**src/rtl/hazard_pkg.sv**
```systemverilog
// rtl/hazard_pkg.sv - shared types and constants for the hazard/interrupt controller
package hazard_pkg;

  typedef enum logic [2:0] {
    IDLE,
    DRAIN,
    PUSH_HI,
    PUSH_LO,
    PUSH_FLAGS,
    INT_VECTOR
  } int_state_t;

  typedef logic [1:0] push_sel_t;

  localparam push_sel_t PUSH_SEL_PC_HI = 2'd0;
  localparam push_sel_t PUSH_SEL_PC_LO = 2'd1;
  localparam push_sel_t PUSH_SEL_FLAGS = 2'd2;

endpackage

```
**src/rtl/hazard_int_controller_if.sv**
```systemverilog
// rtl/hazard_int_controller_if.sv - pipeline-side signal bundle for the hazard/interrupt controller
interface hazard_int_controller_if;
  import hazard_pkg::*;

  logic [2:0] id_rsrc;
  logic [2:0] id_rdest;
  logic       id_uses_rsrc;
  logic       id_uses_rdest;
  logic       ex_mem_read;
  logic [2:0] ex_rdest;
  logic       ex_branch_taken;
  logic       mem_pc_choose_memory;
  logic       int_req;
  logic       push_ready;

  logic       pc_write;
  logic       if_id_write;
  logic       if_id_flush;
  logic       id_ex_flush;
  logic       ex_mem_flush;
  logic       int_push_valid;
  push_sel_t  int_push_sel;
  logic       int_vector_load;
  logic       int_busy;

  // Controller side: observes the pipeline, drives stall/flush/push controls.
  modport master (
    input  id_rsrc, id_rdest, id_uses_rsrc, id_uses_rdest,
    input  ex_mem_read, ex_rdest, ex_branch_taken, mem_pc_choose_memory,
    input  int_req, push_ready,
    output pc_write, if_id_write, if_id_flush, id_ex_flush, ex_mem_flush,
    output int_push_valid, int_push_sel, int_vector_load, int_busy
  );

  // Pipeline side: supplies stage information, consumes the controls.
  modport slave (
    output id_rsrc, id_rdest, id_uses_rsrc, id_uses_rdest,
    output ex_mem_read, ex_rdest, ex_branch_taken, mem_pc_choose_memory,
    output int_req, push_ready,
    input  pc_write, if_id_write, if_id_flush, id_ex_flush, ex_mem_flush,
    input  int_push_valid, int_push_sel, int_vector_load, int_busy
  );

endinterface

```
**src/rtl/hazard_int_controller_load_use_detector.sv**
```systemverilog
// rtl/hazard_int_controller_load_use_detector.sv - load-use register compare between EX and ID
module load_use_detector (
  input  logic [2:0] id_rsrc,
  input  logic [2:0] id_rdest,
  input  logic       id_uses_rsrc,
  input  logic       id_uses_rdest,
  input  logic       ex_mem_read,
  input  logic [2:0] ex_rdest,
  output logic       load_use_stall
);

  // A load in EX whose result is read by the ID instruction cannot be forwarded in time.
  always_comb begin
    load_use_stall = ex_mem_read &&
                     ((id_uses_rsrc  && (id_rsrc  == ex_rdest)) ||
                      (id_uses_rdest && (id_rdest == ex_rdest)));
  end

endmodule

```
**src/rtl/hazard_int_controller.sv**
```systemverilog
// rtl/hazard_int_controller.sv - stall/flush generation and interrupt entry sequencer
module hazard_int_controller
  import hazard_pkg::*;
#(
  parameter int DRAIN_CYCLES = 3
) (
  input logic                     clk,
  input logic                     reset,
  hazard_int_controller_if.master bus
);

  localparam logic [1:0] DRAIN_LOAD = 2'(DRAIN_CYCLES - 1);

  int_state_t state, state_next;
  logic [1:0] drain_cnt, drain_cnt_next;
  logic       int_pending, int_pending_next;
  logic       load_use_raw;
  logic       redirect;
  logic       hazard;
  logic       in_idle;
  logic       holding;

  logic       push_valid_q;
  push_sel_t  push_sel_q;
  logic       vector_load_q;
  logic       busy_q;

  load_use_detector u_load_use (
    .id_rsrc        (bus.id_rsrc),
    .id_rdest       (bus.id_rdest),
    .id_uses_rsrc   (bus.id_uses_rsrc),
    .id_uses_rdest  (bus.id_uses_rdest),
    .ex_mem_read    (bus.ex_mem_read),
    .ex_rdest       (bus.ex_rdest),
    .load_use_stall (load_use_raw)
  );

  assign redirect = bus.mem_pc_choose_memory | bus.ex_branch_taken;
  assign hazard   = redirect | load_use_raw;
  assign in_idle  = (state == IDLE);
  assign holding  = (state == DRAIN) || (state == PUSH_HI) ||
                    (state == PUSH_LO) || (state == PUSH_FLAGS);

  // Next-state: a request seen this cycle counts immediately so entry starts one edge later.
  always_comb begin
    state_next       = state;
    drain_cnt_next   = drain_cnt;
    int_pending_next = int_pending | bus.int_req;
    case (state)
      IDLE: begin
        if ((int_pending | bus.int_req) && !hazard) begin
          state_next     = DRAIN;
          drain_cnt_next = DRAIN_LOAD;
        end
      end
      DRAIN: begin
        if (drain_cnt == 2'd0) state_next = PUSH_HI;
        else drain_cnt_next = drain_cnt - 2'd1;
      end
      PUSH_HI: begin
        if (bus.push_ready) state_next = PUSH_LO;
      end
      PUSH_LO: begin
        if (bus.push_ready) state_next = PUSH_FLAGS;
      end
      PUSH_FLAGS: begin
        if (bus.push_ready) begin
          state_next       = INT_VECTOR;
          int_pending_next = 1'b0;
        end
      end
      INT_VECTOR: state_next = IDLE;
      default:    state_next = IDLE;
    endcase
  end

  // State register with interrupt outputs registered alongside the state they decode.
  always_ff @(posedge clk) begin
    if (!reset) begin
      state         <= IDLE;
      drain_cnt     <= 2'd0;
      int_pending   <= 1'b0;
      push_valid_q  <= 1'b0;
      push_sel_q    <= PUSH_SEL_PC_HI;
      vector_load_q <= 1'b0;
      busy_q        <= 1'b0;
    end else begin
      state         <= state_next;
      drain_cnt     <= drain_cnt_next;
      int_pending   <= int_pending_next;
      push_valid_q  <= (state_next == PUSH_HI) || (state_next == PUSH_LO) ||
                       (state_next == PUSH_FLAGS);
      push_sel_q    <= (state_next == PUSH_LO)    ? PUSH_SEL_PC_LO :
                       (state_next == PUSH_FLAGS) ? PUSH_SEL_FLAGS : PUSH_SEL_PC_HI;
      vector_load_q <= (state_next == INT_VECTOR);
      busy_q        <= (state_next != IDLE);
    end
  end

  // Stall/flush priority; redirects keep the PC moving even while the sequencer holds fetch.
  always_comb begin
    logic lu;
    lu              = load_use_raw && in_idle && !redirect;
    bus.pc_write    = redirect ? 1'b1 : (holding ? 1'b0 : !lu);
    bus.if_id_write = !lu;
    bus.if_id_flush = redirect | holding;
    bus.id_ex_flush = redirect | lu;
    bus.ex_mem_flush = bus.mem_pc_choose_memory;
  end

  assign bus.int_push_valid  = push_valid_q;
  assign bus.int_push_sel    = push_sel_q;
  assign bus.int_vector_load = vector_load_q;
  assign bus.int_busy        = busy_q;

endmodule

```
**src/flat_wrapper.sv**
```systemverilog
// flat-port wrapper written by rule: the top's interface ports become plain ports
module hazard_int_controller_flat import hazard_pkg::*;
#(
  parameter int DRAIN_CYCLES = 3
)
  (clk, reset, bus_id_rsrc, bus_id_rdest, bus_id_uses_rsrc, bus_id_uses_rdest, bus_ex_mem_read, bus_ex_rdest, bus_ex_branch_taken, bus_mem_pc_choose_memory, bus_int_req, bus_push_ready, bus_pc_write, bus_if_id_write, bus_if_id_flush, bus_id_ex_flush, bus_ex_mem_flush, bus_int_push_valid, bus_int_push_sel, bus_int_vector_load, bus_int_busy);
  hazard_int_controller_if bus_i ();
  input logic clk;
  input logic reset;
  input wire logic [$bits(bus_i.id_rsrc)-1:0] bus_id_rsrc;
  input wire logic [$bits(bus_i.id_rdest)-1:0] bus_id_rdest;
  input wire logic [$bits(bus_i.id_uses_rsrc)-1:0] bus_id_uses_rsrc;
  input wire logic [$bits(bus_i.id_uses_rdest)-1:0] bus_id_uses_rdest;
  input wire logic [$bits(bus_i.ex_mem_read)-1:0] bus_ex_mem_read;
  input wire logic [$bits(bus_i.ex_rdest)-1:0] bus_ex_rdest;
  input wire logic [$bits(bus_i.ex_branch_taken)-1:0] bus_ex_branch_taken;
  input wire logic [$bits(bus_i.mem_pc_choose_memory)-1:0] bus_mem_pc_choose_memory;
  input wire logic [$bits(bus_i.int_req)-1:0] bus_int_req;
  input wire logic [$bits(bus_i.push_ready)-1:0] bus_push_ready;
  output wire logic [$bits(bus_i.pc_write)-1:0] bus_pc_write;
  output wire logic [$bits(bus_i.if_id_write)-1:0] bus_if_id_write;
  output wire logic [$bits(bus_i.if_id_flush)-1:0] bus_if_id_flush;
  output wire logic [$bits(bus_i.id_ex_flush)-1:0] bus_id_ex_flush;
  output wire logic [$bits(bus_i.ex_mem_flush)-1:0] bus_ex_mem_flush;
  output wire logic [$bits(bus_i.int_push_valid)-1:0] bus_int_push_valid;
  output wire logic [$bits(bus_i.int_push_sel)-1:0] bus_int_push_sel;
  output wire logic [$bits(bus_i.int_vector_load)-1:0] bus_int_vector_load;
  output wire logic [$bits(bus_i.int_busy)-1:0] bus_int_busy;
  assign bus_i.id_rsrc = bus_id_rsrc;
  assign bus_i.id_rdest = bus_id_rdest;
  assign bus_i.id_uses_rsrc = bus_id_uses_rsrc;
  assign bus_i.id_uses_rdest = bus_id_uses_rdest;
  assign bus_i.ex_mem_read = bus_ex_mem_read;
  assign bus_i.ex_rdest = bus_ex_rdest;
  assign bus_i.ex_branch_taken = bus_ex_branch_taken;
  assign bus_i.mem_pc_choose_memory = bus_mem_pc_choose_memory;
  assign bus_i.int_req = bus_int_req;
  assign bus_i.push_ready = bus_push_ready;
  assign bus_pc_write = bus_i.pc_write;
  assign bus_if_id_write = bus_i.if_id_write;
  assign bus_if_id_flush = bus_i.if_id_flush;
  assign bus_id_ex_flush = bus_i.id_ex_flush;
  assign bus_ex_mem_flush = bus_i.ex_mem_flush;
  assign bus_int_push_valid = bus_i.int_push_valid;
  assign bus_int_push_sel = bus_i.int_push_sel;
  assign bus_int_vector_load = bus_i.int_vector_load;
  assign bus_int_busy = bus_i.int_busy;
  hazard_int_controller #(.DRAIN_CYCLES(DRAIN_CYCLES)) u_core (.clk(clk), .reset(reset), .bus(bus_i));
endmodule
```
**config.mk**
```make
export PLATFORM = sky130hd
export DESIGN_NAME = hazard_int_controller_flat
export DESIGN_NICKNAME = d
export VERILOG_FILES = /design/src/rtl/hazard_pkg.sv /design/src/rtl/hazard_int_controller_if.sv /design/src/rtl/hazard_int_controller_load_use_detector.sv /design/src/rtl/hazard_int_controller.sv /design/src/flat_wrapper.sv
export SDC_FILE = /design/constraint.sdc
export NUM_CORES = 1
export LEC_CHECK = 0
export CORE_ASPECT_RATIO = 1.2
export CORE_MARGIN = 2
export CORE_UTILIZATION = 45
export DETAILED_ROUTE_END_ITERATION = 12
export PLACE_DENSITY = 0.83
export SLEW_MARGIN = 10
export SYNTH_ARGS = -nofsm -noshare
export SYNTH_HDL_FRONTEND = slang
export SYNTH_SLANG_ARGS = --single-unit
```
**constraint.sdc**
```tcl
create_clock -name clk -period 2.04 [get_ports clk]
set_input_delay 0.306 -clock clk [delete_from_list [all_inputs] [get_ports clk]]
set_output_delay 0.306 -clock clk [all_outputs]
set_load 0.05 [all_outputs]
```
## After elaboration in Yosys (flattened, before gate mapping)

Index checks and enable logic that the tools add are counted.

- Flip-flop bits (word level): 11
- Output and inout bits: 10
- Logic and storage cells: 63

- $add $sub $neg: 1
- Equal/unequal tests: 12
- Muxes and demuxes: 15
- Bitwise logic cells: 6
- Reduce and logical (&&, ||, !) cells: 21

Operator list:

| operator | number |
|---|---|
| 3-bit two-way mux | 5 |
| 3-bit one-hot mux with 5 select lines | 1 |
| 3-bit by 2-bit == test with 1-bit output (second input constant) | 4 |
| 3-bit == test (second input constant) | 3 |
| 3-bit == test | 2 |
| 1-bit logical AND | 6 |
| 1-bit logical OR | 6 |
| 2-bit two-way mux | 3 |
| 1-bit two-way mux | 5 |
| 1-bit OR | 5 |
| 2-bit inequality test (second input constant) | 2 |
| 2-bit one-hot mux with 2 select lines | 1 |
| 3-bit by 1-bit == test with 1-bit output (second input constant) | 1 |
| 1-bit logical NOT | 3 |
| 3-bit logical NOT | 1 |
| 3-bit AND reduction | 1 |
| 3-bit nonzero test | 1 |
| 2-bit logical NOT | 1 |
| 2-bit nonzero test | 1 |
| 2-bit OR reduction | 1 |
| 2-bit by 1-bit subtractor with 2-bit output (second input constant) | 1 |
| 1-bit inverter | 1 |

## Depth between registers and ports, before layout

- Depth in word-level cells: 12
- Depth in mapped cells: 6
- Gate-level depth less buffers: 6

## Hierarchy

From an unflattened synthesis, not the netlist that was laid out.

- Cells, all modules: 69
- Area total of the unflattened synthesis: 661.9 um^2

By module, submodules not included:

| module | times used | cells each | area an instance (um^2) |
|---|---|---|---|
| hazard_int_controller | 1 | 60 | 589.3 |
| load_use_detector | 1 | 9 | 72.6 |

## Least setup slack after synthesis

Ideal clock, no wire load.

- Kind: reg2out
- Start: register u_core.state[0]
- End: output bus_pc_write
- Data arrival time: 1.626 ns
- Data required time: 1.734 ns
- Path slack: 0.108 ns
- Cell stages (with the launch flop): 4
- Cells stage by stage: dfxtp_1 > buf_4 > or3_1 > o211ai_1

- Word-level cells in the longest chain between the ends: 6

Ends and longest elaborated chain:

| what | line | source |
|---|---|---|
| start, declared | hazard_int_controller.sv:14 | `int_state_t state, state_next;` |
| start signal, assigned | hazard_int_controller.sv:88 | `state <= state_next;` |
| 3-bit by 1-bit == test with 1-bit output, or another cell as far along | hazard_int_controller.sv:41 | `assign holding = (state == DRAIN) \|\| (state == PUSH_HI) \|\|` |
| 1-bit logical OR / 1-bit logical AND (equally long branches) (2 in series) | hazard_int_controller.sv:41, hazard_int_controller.sv:103 |  |
| 1-bit logical OR / 1-bit logical NOT (equally long branches) | hazard_int_controller.sv:42, hazard_int_controller.sv:104 |  |
| 1-bit two-way mux * (2 in series) | hazard_int_controller.sv:104 | `bus.pc_write = redirect ? 1'b1 : (holding ? 1'b0 : !lu);` |
| end, declared | flat_wrapper.sv:20 | `output wire logic [$bits(bus_i.pc_write)-1:0] bus_pc_write;` |

Mark *: on every way between the ends. The rest lies on a longest branch, timed or not.

## Worst setup path in the final report

- Start: input bus_id_rdest[2]
- End: output bus_id_ex_flush

- Word-level cells in the longest chain between the ends: 7

Ends and longest elaborated chain:

| what | line | source |
|---|---|---|
| start, declared | flat_wrapper.sv:11 | `input wire logic [$bits(bus_i.id_rdest)-1:0] bus_id_rdest;` |
| 3-bit == test | hazard_int_controller_load_use_detector.sv:16 | `(id_uses_rdest && (id_rdest == ex_rdest)));` |
| 1-bit logical AND | hazard_int_controller_load_use_detector.sv:16 |  |
| 1-bit logical OR | hazard_int_controller_load_use_detector.sv:15 | `((id_uses_rsrc && (id_rsrc == ex_rdest)) \|\|` |
| 1-bit logical AND | hazard_int_controller_load_use_detector.sv:14 | `load_use_stall = ex_mem_read &&` |
| 1-bit logical AND (2 in series) | hazard_int_controller.sv:103 | `lu = load_use_raw && in_idle && !redirect;` |
| 1-bit OR | hazard_int_controller.sv:107 | `bus.id_ex_flush = redirect \| lu;` |
| end, declared | flat_wrapper.sv:23 | `output wire logic [$bits(bus_i.id_ex_flush)-1:0] bus_id_ex_flush;` |

No other way between the ends.

==> impl_metrics.toml <==
[status]
outcome = "completed"

[finish]
fin_cells = 120
layout-drive-gt1-share_pct = 29.1
fill_cells = 102
antenna_cells = 0
final_util_pct = 73.6
area_growth_pct = 51.2
nNetsFinal = 123

[route]
drt-total-wl_microns = 1480
first_pass_iters = 4
via_per_inst = 5.23
drtIter0Drc = 6
ant_nets = 0
wl_per_cell_microns = 12.3
vias = 628
drc_errors = 0

[power]
p_leak_nw = 0.435
cellPowerDensity_nw_per_um2 = 557
vdd_ir_drop_max_uv = 491

[clock_network]
cts_made_buffers = 3
clock-sinks = 11
clockBufferDepth = 2
insertion_delay_ns = 0.27
htree_levels = 1
cts_tree = "built"
cts_root_buf = "clkbuf_4"
cts.clk_slew.worst_paths_ns = 0.07
ctsHoldBuffers = 0

[floorplan]
start_util_pct = 48.7
core_sq_um = 1450
fp-row-count = 15
die_h_microns = 47.3
die_w_microns = 40.1
fp.dieArea_sq_um = 1900
ios = 28

[synth]
ys.flop_type = "dfxtp_1"
yosysMostFrequentCell = "dfxtp_1"
synth_area_leader_cell = "dfxtp_1"
synth-seq-cells = 11
synth_common_cells = "dfxtp_1, xnor2_1, inv_1"
netlist_instances = 72
seq_area_frac_synth_pct = 31.3
synthTopCellsByArea = "dfxtp_1, xnor2_1, o32ai_4"
post-synth-top-area-fraction_pct = 31.3
synth_area_sq_um = 703
syn_avg_cell_area_sq_um = 9.77
yosysUniqueCellTypes = 34
async_flop_share_pct = 0
yosys_warnings = 0
synth_edf_count = 0
syn_nets = 91

[sta]
fin_crit_sh_pct = 95.8
maxSlewHeadroom_pct = 66.3
drv_slew = 0
tightestPinTransition_ns = 0.504
fin_tns_setup_ns = 0
setup_viol = 0
setup_slack_ns = 0.0863
finalHoldViolCount = 0
whs_ns = 0.546
fin_crit_ns = 1.95
clock_skew_ns = 0.00556
fmax_ghz = 0.512

[grt]
antenna_found_initial = 0
grt-ovfl-total = 0
grt_max_degree = 11
grt_pass1_vias = 568
grt_pass1_wl_microns = 2280
grt_usage_pct = 18.6

[place]
detailedPlace.worstSlack_ns = 0.00217
post-dp-hpwl_microns = 1150
io_buffer_count = 27
place_inst = 114
place_congestion = 0.711

[setup_path]
critPathLaunchType = "primary input"
end_kind = "primary output"
crit_fanout = 3
crit_type = "primary input to primary output"
worstPathRequired_ns = 1.73
cp_data_arrival_time_ns = 1.65

[flow_run]
maxCapViolCount = 0

[hold_path]
hold_path_class = "register to register"
-- stage by stage --
step,total power [mW],cell area [sq um]
floorplan,0.364,703
global placement,0.432,988
detailed placement,0.436,988
CTS,0.587,1020
global route,0.624,1060
finish,0.592,1060
-- path summary, 6_finish.rpt --
check,startpoint,end,slack (ns),depth (start not counted)
worst min-delay path,u_core.int_pending,u_core.int_pending,0.55,2
worst min register to register,u_core.int_pending,u_core.int_pending,0.55,2
worst max register to register,u_core.state[1],u_core.bus.int_busy,0.55,4
worst max-delay path,bus_id_rdest[2],bus_id_ex_flush,0.09,6
-- placed cells by master, fill, tap and decap left out, types with 2 or more instances in the layout --
master,count
nor2_1,4
xnor2_2,4
buf_12,2
a21oi_1,2
o211ai_2,2
clkdlybuf4s50_1,19
dfxtp_1,11
xnor2_1,4
inv_1,6
a211o_1,2
dlymetal6s2s_1,3
clkbuf_4,3
buf_4,7
nand2_1,4
nand4_1,2
nand4b_1,2
o21ai_0,4
-- worst max-delay path, stage by stage --
cell and delay, ns:
clkdlybuf4s50_1 0.51, xnor2_2 0.13, nand4_1 0.15, a21oi_2 0.22, a211o_1 0.19, buf_12 0.14
-- area by class of cell --
cell class	instances	area, sq um	area share [%]
flip-flops and latches	11	220	20.7
repair buffers	31	320	30.1
clock buffers	4	26.3	2.47
well taps	17	21.3	2.00
inverters	6	22.5	2.12
multi-input cells	51	453	42.6
-- report_power, final --
group	switching (mW)	internal, mW
combinational	0.0991	0.103
clock	0.0741	0.0758
sequential	0.0135	0.227
total	0.187	0.406
-- sequential cells by signal, summed over array words and instances, names as in the netlist --
signal / count
u_core.bus.int_busy: 1
u_core.bus.int_push_sel: 2
u_core.bus.int_push_valid: 1
u_core.bus.int_vector_load: 1
u_core.drain_cnt: 2
u_core.int_pending: 1
u_core.state: 3
-- repair_timing --
| action | in CTS | in global routing |
|---|---|---|
| resized for setup | 1 | 6 |
| pin swaps | 0 | 7 |
| endpoints found under the hold margin | 0 | 0 |
| setup endpoints to repair | 1 | 3 |
| setup buffers | 0 | 2 |
-- layer usage --
layer / vias to the layer above / GRT usage [%] / share of wire, %
li1: 318 / - / -
met2: 26 / 31.3 / 54
met4: 0 / 10.3 / 0.81
met3: 2 / 5.69 / 6.6
met5: - / 0 / 0
met1: 282 / 20.3 / 39
-- kinds of logic after synthesis --
kind of cell               count (synthesis)  share of synthesized area [%]
AOI/OAI and AO/OA                         20                           25.3
and+or+nand+nor                           20                           18.9
muxes                                      2                           3.74
buffers and inverters                     10                           8.01
adders and majority gates                  1                           1.78
xor gates and xnor gates                   8                           11.0
DFF                                       11                           31.3
Note: power is estimated with default switching activity, not from simulation.
